`config.mk`:
```
export PLATFORM = sky130hd
export DESIGN_NAME = vga_scan_ctrl
export DESIGN_NICKNAME = d
export VERILOG_FILES = /design/src/rtl/vga_scan_ctrl.sv
export SDC_FILE = /design/constraint.sdc
export NUM_CORES = 1
export LEC_CHECK = 0
export CORE_UTILIZATION = 35
export DETAILED_ROUTE_END_ITERATION = 10
export GPL_TIMING_DRIVEN = 0
export PLACE_DENSITY = 0.69
export SLEW_MARGIN = 10
export SYNTH_ARGS = -nofsm -noshare
export SYNTH_HDL_FRONTEND = slang
export SYNTH_SLANG_ARGS = --single-unit
```
`constraint.sdc`:
```
create_clock -name clk -period 2.05 [get_ports clk]
set_input_delay 0.3075 -clock clk [delete_from_list [all_inputs] [get_ports clk]]
set_output_delay 0.3075 -clock clk [all_outputs]
set_load 0.03 [all_outputs]
```
`src/rtl/vga_scan_ctrl.sv`:
```
// vga_scan_ctrl: VGA raster timing, scan-bus addressing and latency-aligned colour/sync output
module vga_scan_ctrl #(
  parameter int PX_LATENCY = 1,
  parameter int H_ACTIVE   = 640,
  parameter int H_FP       = 16,
  parameter int H_SYNC     = 96,
  parameter int H_BP       = 48,
  parameter int V_ACTIVE   = 480,
  parameter int V_FP       = 10,
  parameter int V_SYNC     = 2,
  parameter int V_BP       = 33
) (
  input  logic        clk,
  input  logic        rst_n,
  input  logic [11:0] px_color,
  output logic [8:0]  row_addr,
  output logic [9:0]  col_addr,
  output logic        active,
  output logic        fresh,
  output logic [7:0]  frame_cnt,
  output logic        hs,
  output logic        vs,
  output logic [3:0]  r,
  output logic [3:0]  g,
  output logic [3:0]  b
);
  localparam int D = PX_LATENCY + 1;
  localparam logic [9:0] H_VIS  = 10'(H_ACTIVE);
  localparam logic [9:0] H_SBEG = 10'(H_ACTIVE + H_FP);
  localparam logic [9:0] H_SEND = 10'(H_ACTIVE + H_FP + H_SYNC - 1);
  localparam logic [9:0] H_LAST = 10'(H_ACTIVE + H_FP + H_SYNC + H_BP - 1);
  localparam logic [9:0] V_VIS  = 10'(V_ACTIVE);
  localparam logic [9:0] V_SBEG = 10'(V_ACTIVE + V_FP);
  localparam logic [9:0] V_SEND = 10'(V_ACTIVE + V_FP + V_SYNC - 1);
  localparam logic [9:0] V_LAST = 10'(V_ACTIVE + V_FP + V_SYNC + V_BP - 1);

  logic [9:0]   h_cnt, v_cnt;
  logic         h_vis, v_vis, hs_raw, vs_raw, act_pre, h_wrap;
  logic [D-1:0] hs_sr, vs_sr;

  assign h_vis    = h_cnt < H_VIS;
  assign v_vis    = v_cnt < V_VIS;
  assign h_wrap   = h_cnt == H_LAST;
  assign col_addr = h_vis ? h_cnt : 10'h3FF;
  assign row_addr = v_vis ? v_cnt[8:0] : 9'h1FF;
  assign active   = h_vis && v_vis;
  assign hs_raw   = !(h_cnt >= H_SBEG && h_cnt <= H_SEND);
  assign vs_raw   = !(v_cnt >= V_SBEG && v_cnt <= V_SEND);
  assign hs       = hs_sr[D-1];
  assign vs       = vs_sr[D-1];

  // active must be delayed by PX_LATENCY to gate the colour arriving on the same clock
  generate
    if (PX_LATENCY == 0) begin : g_nodly
      assign act_pre = active;
    end else begin : g_dly
      logic [PX_LATENCY-1:0] act_sr;
      always_ff @(posedge clk)
        act_sr <= !rst_n ? '0 : (act_sr << 1) | PX_LATENCY'(active);
      assign act_pre = act_sr[PX_LATENCY-1];
    end
  endgenerate

  always_ff @(posedge clk) begin
    if (!rst_n) begin
      h_cnt     <= '0;
      v_cnt     <= '0;
      hs_sr     <= '1;
      vs_sr     <= '1;
      fresh     <= 1'b0;
      frame_cnt <= '0;
      {r, g, b} <= 12'h000;
    end else begin
      h_cnt     <= h_wrap ? '0 : h_cnt + 10'd1;
      if (h_wrap) v_cnt <= (v_cnt == V_LAST) ? '0 : v_cnt + 10'd1;
      frame_cnt <= frame_cnt + 8'(h_wrap && v_cnt == V_LAST);
      hs_sr     <= (hs_sr << 1) | D'(hs_raw);
      vs_sr     <= (vs_sr << 1) | D'(vs_raw);
      fresh     <= v_vis;
      {r, g, b} <= act_pre ? px_color : 12'h000;
    end
  end
endmodule

```
* After elaboration in Yosys (flattened, before gate mapping) *
Cells that the tools add are included.

operators by class
  reductions and logical operators = 8
  multiplexer cells = 3
  bitwise gates (word level) = 3
  eq/ne operators = 2
  $add $sub $neg = 3
  order comparisons = 6

operators with widths
  cell                     count
  $add A10 B1 Y10 const B  2
  $eq A10 B10 Y1 const B   2
  $mux W10                 2
  $ge A10 B10 Y1 const B   1
  $ge A10 B9 Y1 const B    1
  $le A10 B10 Y1 const B   1
  $le A10 B9 Y1 const B    1
  $lt A10 B10 Y1 const B   1
  $lt A10 B9 Y1 const B    1
  $mux W9                  1
  $add A8 B1 Y8            1
  $logic_and A1 B1 Y1      4
  $or A2 B1 Y2             2
  $logic_not A1 Y1         2
  $reduce_and A2 Y1        1
  $reduce_or A2 Y1         1
  $not A1 Y1               1

word-level totals
  register bits after elaboration = 46
  output and inout port bits = 43
  input bits = 14

* Longest topological paths before layout *
  depth after elaboration = 4
  depth in mapped cells = 10
  mapped depth without buffers = 10

* Worst setup path after synthesis *
No wires, ideal clock.

  path type = reg2reg
  start point = register h_cnt[0]
  end point = register frame_cnt[6]
  cell stages (with the launch flop) = 11
  path slack = -0.246 ns
  setup time = 0.115 ns
  period minus slack after synthesis = 2.296 ns
  data arrival time = 2.181 ns
  path through = dfxtp_1 -> ha_1 -> nand4_1 -> or3_4 -> clkbuf_8 -> nor2_1 -> ha_1 -> ha_1 -> nand3_1 -> xnor2_1 -> and2_1

between the ends
  longest elaborated chain between the ends = 3

ends and longest elaborated chain
  element                   line  text
  start: declaration        37    logic [9:0] h_cnt, v_cnt;
  start signal: assignment  74    h_cnt <= h_wrap ? '0 : h_cnt + 10'd1;
  $eq A10 B10 Y1            43    assign h_wrap = h_cnt == H_LAST;
  $logic_and A1 B1 Y1       76    frame_cnt <= frame_cnt + 8'(h_wrap && v_cnt == V_LAST);
  $add A8 B1 Y8             76
  end signal: assignment    76
  end: declaration          20    output logic [7:0] frame_cnt,

Every way passes these cells.
A chain may end at the register's enable or synchronous reset.

* Worst setup path after layout *
  start point = register v_cnt[7]
  end point = output port active

between the ends
  longest elaborated chain between the ends = 2

ends and longest elaborated chain
  element                   line  text
  start: declaration        37
  start signal: assignment  75    if (h_wrap) v_cnt <= (v_cnt == V_LAST) ? '0 : v_cnt + 10'd1;
  $lt A10 B9 Y1             42    assign v_vis = v_cnt < V_VIS;
  $logic_and A1 B1 Y1       46    assign active = h_vis && v_vis;
  end: declaration          18    output logic active,

Every way passes these cells.

==> results.cfg <==
[synth]
yosys_register_bits = 46
synth.most_common_cell = dfxtp_1
ys_warn_count = 0
synth_area_leaders = dfxtp_1 (47%), xnor2_1 (6.3%), and3_1 (5.4%), and2_1 (4.2%), ha_1 (3.8%)
synth_top_area_share = 0.4718
synth_nets = 229
seq_area_frac_synth = 0.4718
ys.flop_type = dfxtp_1
syn_area_um2 = 1952
avgSynthCellArea_um2 = 9.339
syn_inst = 209
ys_types = 40
synth_edf_count = 0
ys_async_sr_fraction = 0
synth_top_area_cell = dfxtp_1
synth_commonest_cells = dfxtp_1 (46), and3_1 (17), nor2_1 (16), xnor2_1 (14), and2_1 (13)

[pwr]
power.total_w = 0.001556
power_leakage_nw = 1.235
power-per-cell-area_nw_per_um2 = 555.1
peakVddDrop_mv = 0.2427

[cells_and_area]
area_growth_pct = 43.59
drive_gt1_frac = 0.1978
final_net_count = 298
final_cells = 348
utilization = 0.5351
antenna_cells = 0

[route]
wl_per_cell_um = 12.20
drt_wl_total_um = 4246
drt-vias-per-instance = 4.741
drc = 0
drt-initial-drc-count = 90
drtAntennaViolNets = 0
num_vias = 1650
drtPass1Iterations = 4

[hold_path]
hp-class = reg -> reg
hold_end = vs_sr[1]$_SDFF_PN1_
hold_depth = 1
hp-start = vs_sr[0]$_SDFF_PN1_

[global_routing]
antenna_found_initial = 0
grt_max_degree = 14
track_usage = 0.1506
grt-ovfl-total = 0
grt_pass1_vias = 1477
grt_pass1_wl_um = 7093

[floorplan]
die_w_um = 76.68
ios = 57
core_area_um2 = 5238
dieArea_um2 = 5879
core.rowCount = 26
initial_utilization = 0.3727
fp.dieH_um = 76.68

[cts]
htree_levels = 2
cts-root-buf = clkbuf_8
clk_pin_slew_worst_paths_ps = 80
cts_buffers = 5
clock-sinks = 46
cts_tree = yes
clock_latency_ps = 290
max-clock-path-buffers = 2

[sta]
tns_ps = 0
max_freq_mhz = 502.9
worst_pin_slew_ps = 475.7
finalCritPeriodShare = 0.9699
final-max-slew-violation-count = 0
slew_headroom = 0.6828
setup-violations-final = 0
hold_violations = 0
finalClockSkew_ps = 6.700
rsz0062_at_grt = yes
fin_crit_ps = 1988

[worst_setup_path]
max_stage_delay_ps = 360
path_buf_inv = 1
reg2reg_depth = 9
rr_endpoint = frame_cnt[6]$_SDFF_PN0_
critical_path_class = reg -> out
ff2ff_setup_slack_ps = 80
crit_path_end_kind = output pin
cp_data_required_time_ps = 1740
path_cells = and3_1, and2_2, nor2_4, and2_1, clkdlybuf4s15_2
critPathLaunchType = flip-flop
r2r-start = h_cnt[0]$_SDFF_PP0_
crit_family = simple AND/OR/NAND/NOR gates
cp_max_fo = 5
slowest_stage = dfxtp_1
crit_arrival_ps = 1680

[placed_design]
hpwl_um = 2927
gp_congestion = 0.7947
port_buffers = 56
dp_cells = 335

[run]
maxCapViolCount = 0

[status]
status = finished clean
## report_power, final
group,internal [W],switching (W)
Clock,0.000229,0.000282
Combinational,0.0000602,0.0000640
Sequential,0.000909,0.0000106
## worst reg2reg max path: cells and delay by family (launching register included)
kind / cells / cell delay (ps)
flip-flops: 1 / 380
AND/OR/NAND/NOR: 5 / 890
XOR/XNOR: 1 / 130
adder cells (fa/ha/maj): 3 / 450
## what timing repair did
| action | in CTS | in global routing |
|---|---|---|
| setup buffers | 3 | 7 |
| gates resized for setup | 29 | 25 |
| pin swaps | 3 | 7 |
| hold buffers | 0 | 0 |
| setup endpoints to repair | 22 | 17 |
| cloned | 0 | 0 |
## logic make-up after synthesis
logic type,after synthesis,share of synthesized area
adders and majority gates,6,0.03846
DFF,46,0.4718
xor gates and xnor gates,18,0.08077
muxes,1,0.005128
and+or+nand+nor,107,0.3154
buffers and inverters,16,0.04166
AOI/OAI and AO/OA,15,0.04679
## through the flow
step / worst slack, ps / cell area, um^2 / hold slack, ps
detailed placement: -227.5 / 2644 / 390.9
global placement: -213.1 / 2644 / 391.0
finish: 61.68 / 2803 / 407.5
CTS: 1.789 / 2760 / 409.0
floorplan: -69.39 / 1996 / 386.3
global route: -39.01 / 2803 / 437.4
## per-layer routing
metal | routed length, um | up-vias | share of wire | track usage
met2 | 1940 | 54 | 0.46 | 0.2384
met1 | 2009 | 741 | 0.47 | 0.1883
met5 | 0 | - | 0 | 0
met3 | 221 | 7 | 0.052 | 0.04643
li1 | - | 848 | - | -
met4 | 74 | 0 | 0.017 | 0.06346
## state kept, by name (all words and copies together) (netlist names)
name,count
r,4
v_cnt,10
frame_cnt,8
vs_sr,2
hs_sr,2
g,4
b,4
h_cnt,10
fresh,1
act_pre,1
## placed cells by master, fill, tap and decap left out, types with 3 or more instances in the layout
master / synthesis / final
dfxtp_1: 46 / 36
a21oi_1: 5 / 5
and3_1: 17 / 17
ha_1: 6 / 3
inv_1: 5 / 3
nand4_1: 4 / 4
dlymetal6s2s_1: 0 / 3
ha_4: 0 / 3
or3_1: 6 / 6
nor2_1: 16 / 14
clkbuf_2: 1 / 5
xor2_1: 4 / 4
clkbuf_1: 6 / 5
o21ai_0: 3 / 3
dlygate4sd2_1: 0 / 7
clkbuf_8: 1 / 5
nand2_1: 12 / 12
nand3_1: 12 / 10
xnor2_1: 14 / 14
buf_4: 0 / 10
clkdlybuf4s50_1: 0 / 40
and2_1: 13 / 12
nand2b_1: 7 / 7
dfxtp_2: 0 / 8
or2_2: 4 / 4
## layout make-up
cell class	count	area, um^2
fillers	495	2435
multi-input cells	147	1040
flip-flops and latches	46	938.4
repair buffers	66	610.6
well taps	70	87.58
clock buffers	5	68.82
plain buffers	7	28.78
inverters	5	18.77
clock inverters	2	10.01
## how the worst max path moves through the flow
stage                     cells after the start  slack (ps)                  start                 endpoint
after global routing                          9         -40    h_cnt[0]$_SDFF_PP0_  frame_cnt[7]$_SDFF_PN0_
after global placement                       10        -210    h_cnt[1]$_SDFF_PP0_  frame_cnt[7]$_SDFF_PN0_
after CTS                                     4           2  v_cnt[6]$_SDFFE_PN0N_              row_addr[2]
final                                         5          60  v_cnt[7]$_SDFFE_PN0N_                   active
after floorplan                              10         -70    h_cnt[6]$_SDFF_PP0_  frame_cnt[7]$_SDFF_PN0_
after detailed placement                     10        -230    h_cnt[1]$_SDFF_PP0_  frame_cnt[6]$_SDFF_PN0_
Power figures use the tool's default switching activity.
==> variant: new RTL, same settings <==
Put a register stage on the outputs `row_addr`, `col_addr`, `hs` and `vs`. The values now appear one clock later. The other outputs are not delayed to match.
--- a/src/rtl/vga_scan_ctrl.sv
+++ b/src/rtl/vga_scan_ctrl.sv
@@ -41,13 +41,15 @@
   assign h_vis    = h_cnt < H_VIS;
   assign v_vis    = v_cnt < V_VIS;
   assign h_wrap   = h_cnt == H_LAST;
-  assign col_addr = h_vis ? h_cnt : 10'h3FF;
-  assign row_addr = v_vis ? v_cnt[8:0] : 9'h1FF;
   assign active   = h_vis && v_vis;
   assign hs_raw   = !(h_cnt >= H_SBEG && h_cnt <= H_SEND);
   assign vs_raw   = !(v_cnt >= V_SBEG && v_cnt <= V_SEND);
-  assign hs       = hs_sr[D-1];
-  assign vs       = vs_sr[D-1];
+  always_ff @(posedge clk) begin
+    row_addr <= v_vis ? v_cnt[8:0] : 9'h1FF;
+    col_addr <= h_vis ? h_cnt : 10'h3FF;
+    hs       <= hs_sr[D-1];
+    vs       <= vs_sr[D-1];
+  end
 
   // active must be delayed by PX_LATENCY to gate the colour arriving on the same clock
   generate
Check against the original RTL: not equivalent (Yosys sat finds a counterexample within 4 cycles, from zero or initial values and one cycle with rst_n low).
==> variant against the unedited design <==
Sequential cell count is 21 higher; worst setup slack worse by 0.021 ns; area after synthesis is 22% higher; critical endpoint is now frame_cnt[7]$_SDFF_PN0_; routed wire length is 8.9% higher; worst hold slack worse by 0.074 ns; the flow now finishes with violations (DRC); largest cell class is now registers; cell area is 21% higher; clock skew is 0.00062 ns higher; total power is 64% higher.
==> variant: results (changes against the unedited design) <==
<table>
<tr><th>Metric</th><th>Value</th></tr>
<tr><th colspan="2">Critical path</th></tr>
<tr><td>Crit path launch</td><td>h_cnt[0]$_SDFF_PP0_</td></tr>
<tr><td>Delay of the slowest cell on the worst path</td><td>0.42 ns (+0.06 ns)</td></tr>
<tr><td>WP data arrival</td><td>2.24 ns (+0.56 ns)</td></tr>
<tr><th colspan="2">CTS</th></tr>
<tr><td>Clock H-tree levels</td><td>3 (+1)</td></tr>
<tr><td>Cts bufs inserted</td><td>9 (+4)</td></tr>
<tr><td>Clock insertion delay at the later pin of the skew report</td><td>0.34 ns (+0.05 ns)</td></tr>
<tr><th colspan="2">Global route</th></tr>
<tr><td>Total routing usage reported by global routing</td><td>0.141 (-0.00976)</td></tr>
<tr><td>Wire length of the first global-routing pass</td><td>7960 um (+12%)</td></tr>
<tr><td>Number of global-route vias before repair</td><td>1697 (+15%)</td></tr>
<tr><th colspan="2">Synth</th></tr>
<tr><td>Cells taking the most area after synthesis</td><td>sky130_fd_sc_hd__dfxtp_1 (56%), sky130_fd_sc_hd__xnor2_1 (4.8%), sky130_fd_sc_hd__and3_1 (4.2%), sky130_fd_sc_hd__and2_1 (3.2%), sky130_fd_sc_hd__ha_1 (3.2%)</td></tr>
<tr><td>Net count after synthesis</td><td>251 (+9.6%)</td></tr>
<tr><td>Most frequent cells after synthesis</td><td>sky130_fd_sc_hd__dfxtp_1 (67), sky130_fd_sc_hd__nor2_1 (17), sky130_fd_sc_hd__and3_1 (16)</td></tr>
<tr><th colspan="2">STA</th></tr>
<tr><td>Setup slack of the critical path after layout</td><td>0.0406 ns (-0.0210 ns)</td></tr>
<tr><td>Slew of the pin with the lowest slew margin</td><td>0.436 ns (-0.0392 ns)</td></tr>
<tr><th colspan="2">Placed design</th></tr>
<tr><td>Final HPWL DP</td><td>3090 um (+5.7%)</td></tr>
<tr><td>Weighted congestion reported at the end of routability-driven placement</td><td>0.763 (-4.0%)</td></tr>
<tr><td>Placed Cells incl. Taps</td><td>364 (+8.7%)</td></tr>
<tr><td>Area of placed instances</td><td>3080 um2 (+16%)</td></tr>
<tr><th colspan="2">Outcome</th></tr>
<tr><td>Outcome</td><td>finished, violations left</td></tr>
<tr><td>Failing checks</td><td>DRC</td></tr>
<tr><th colspan="2">Drt</th></tr>
<tr><td>Drt drc</td><td>8 (+8)</td></tr>
<tr><td>Overall routed net length</td><td>4620 um (+8.9%)</td></tr>
<tr><th colspan="2">Cells and area</th></tr>
<tr><td>Biggest regs</td><td>col_addr (10), h_cnt (10), v_cnt (10)</td></tr>
<tr><td>Final net count</td><td>324 (+8.7%)</td></tr>
<tr><td>Storage cell area</td><td>1360 um2 (+44%)</td></tr>
</table>
variant: per-layer routing:
metal | vias up | GRT usage | wire, um
met3 | 7 | 0.0403 | 259
met2 | 41 | 0.227 | 2090
met4 | 0 | 0.0647 | 54
met1 | 825 | 0.175 | 2210
met5 | - | 0 | 0
li1 | 925 | - | -
variant: timing repair:
item	CTS	global route
gates resized for setup	14	7
buffers inserted	2	6
pin swaps	3	6
setup endpoints to repair	8	5
gates cloned	0	0
hold endpoints to repair	0	0
variant: layout make-up:
type                            count  share of cell area
Multi-Input combinational cell    147               0.310
Clock inverter                      7              0.0226
Buffer                              9              0.0133
Timing Repair Buffer               64               0.182
Inverter                            6             0.00666
Tap cell                           77              0.0285
Sequential cell                    67               0.401
Clock buffer                        9              0.0366
variant: path summary, 6_finish.rpt:
path | end | cells after the start
worst min register to register | hs$_DFF_P_ | 0
worst max-delay path | frame_cnt[7]$_SDFF_PN0_ | 9
worst min-delay path | hs$_DFF_P_ | 0
worst max register to register | frame_cnt[7]$_SDFF_PN0_ | 9
variant: cell families (layout without fill, tap and decap cells):
logic type / after synthesis / after routing / share of synthesized area
AO/OA/AOI/OAI: 12 / 12 / 0.0311
XOR/XNOR: 19 / 19 / 0.0701
AND/OR/NAND/NOR: 109 / 109 / 0.270
flip-flops: 67 / 67 / 0.565
buffers and inverters: 17 / 95 / 0.0284
adder cells (fa/ha/maj): 6 / 6 / 0.0316
multiplexers: 1 / 1 / 0.00422
variant: report_power, final:
part	switching, uW	total (uW)	internal, uW
registers	13.1	1340	1320
logic	65.4	128	62.1
clock network	521	1090	569
total	599	2550	1950
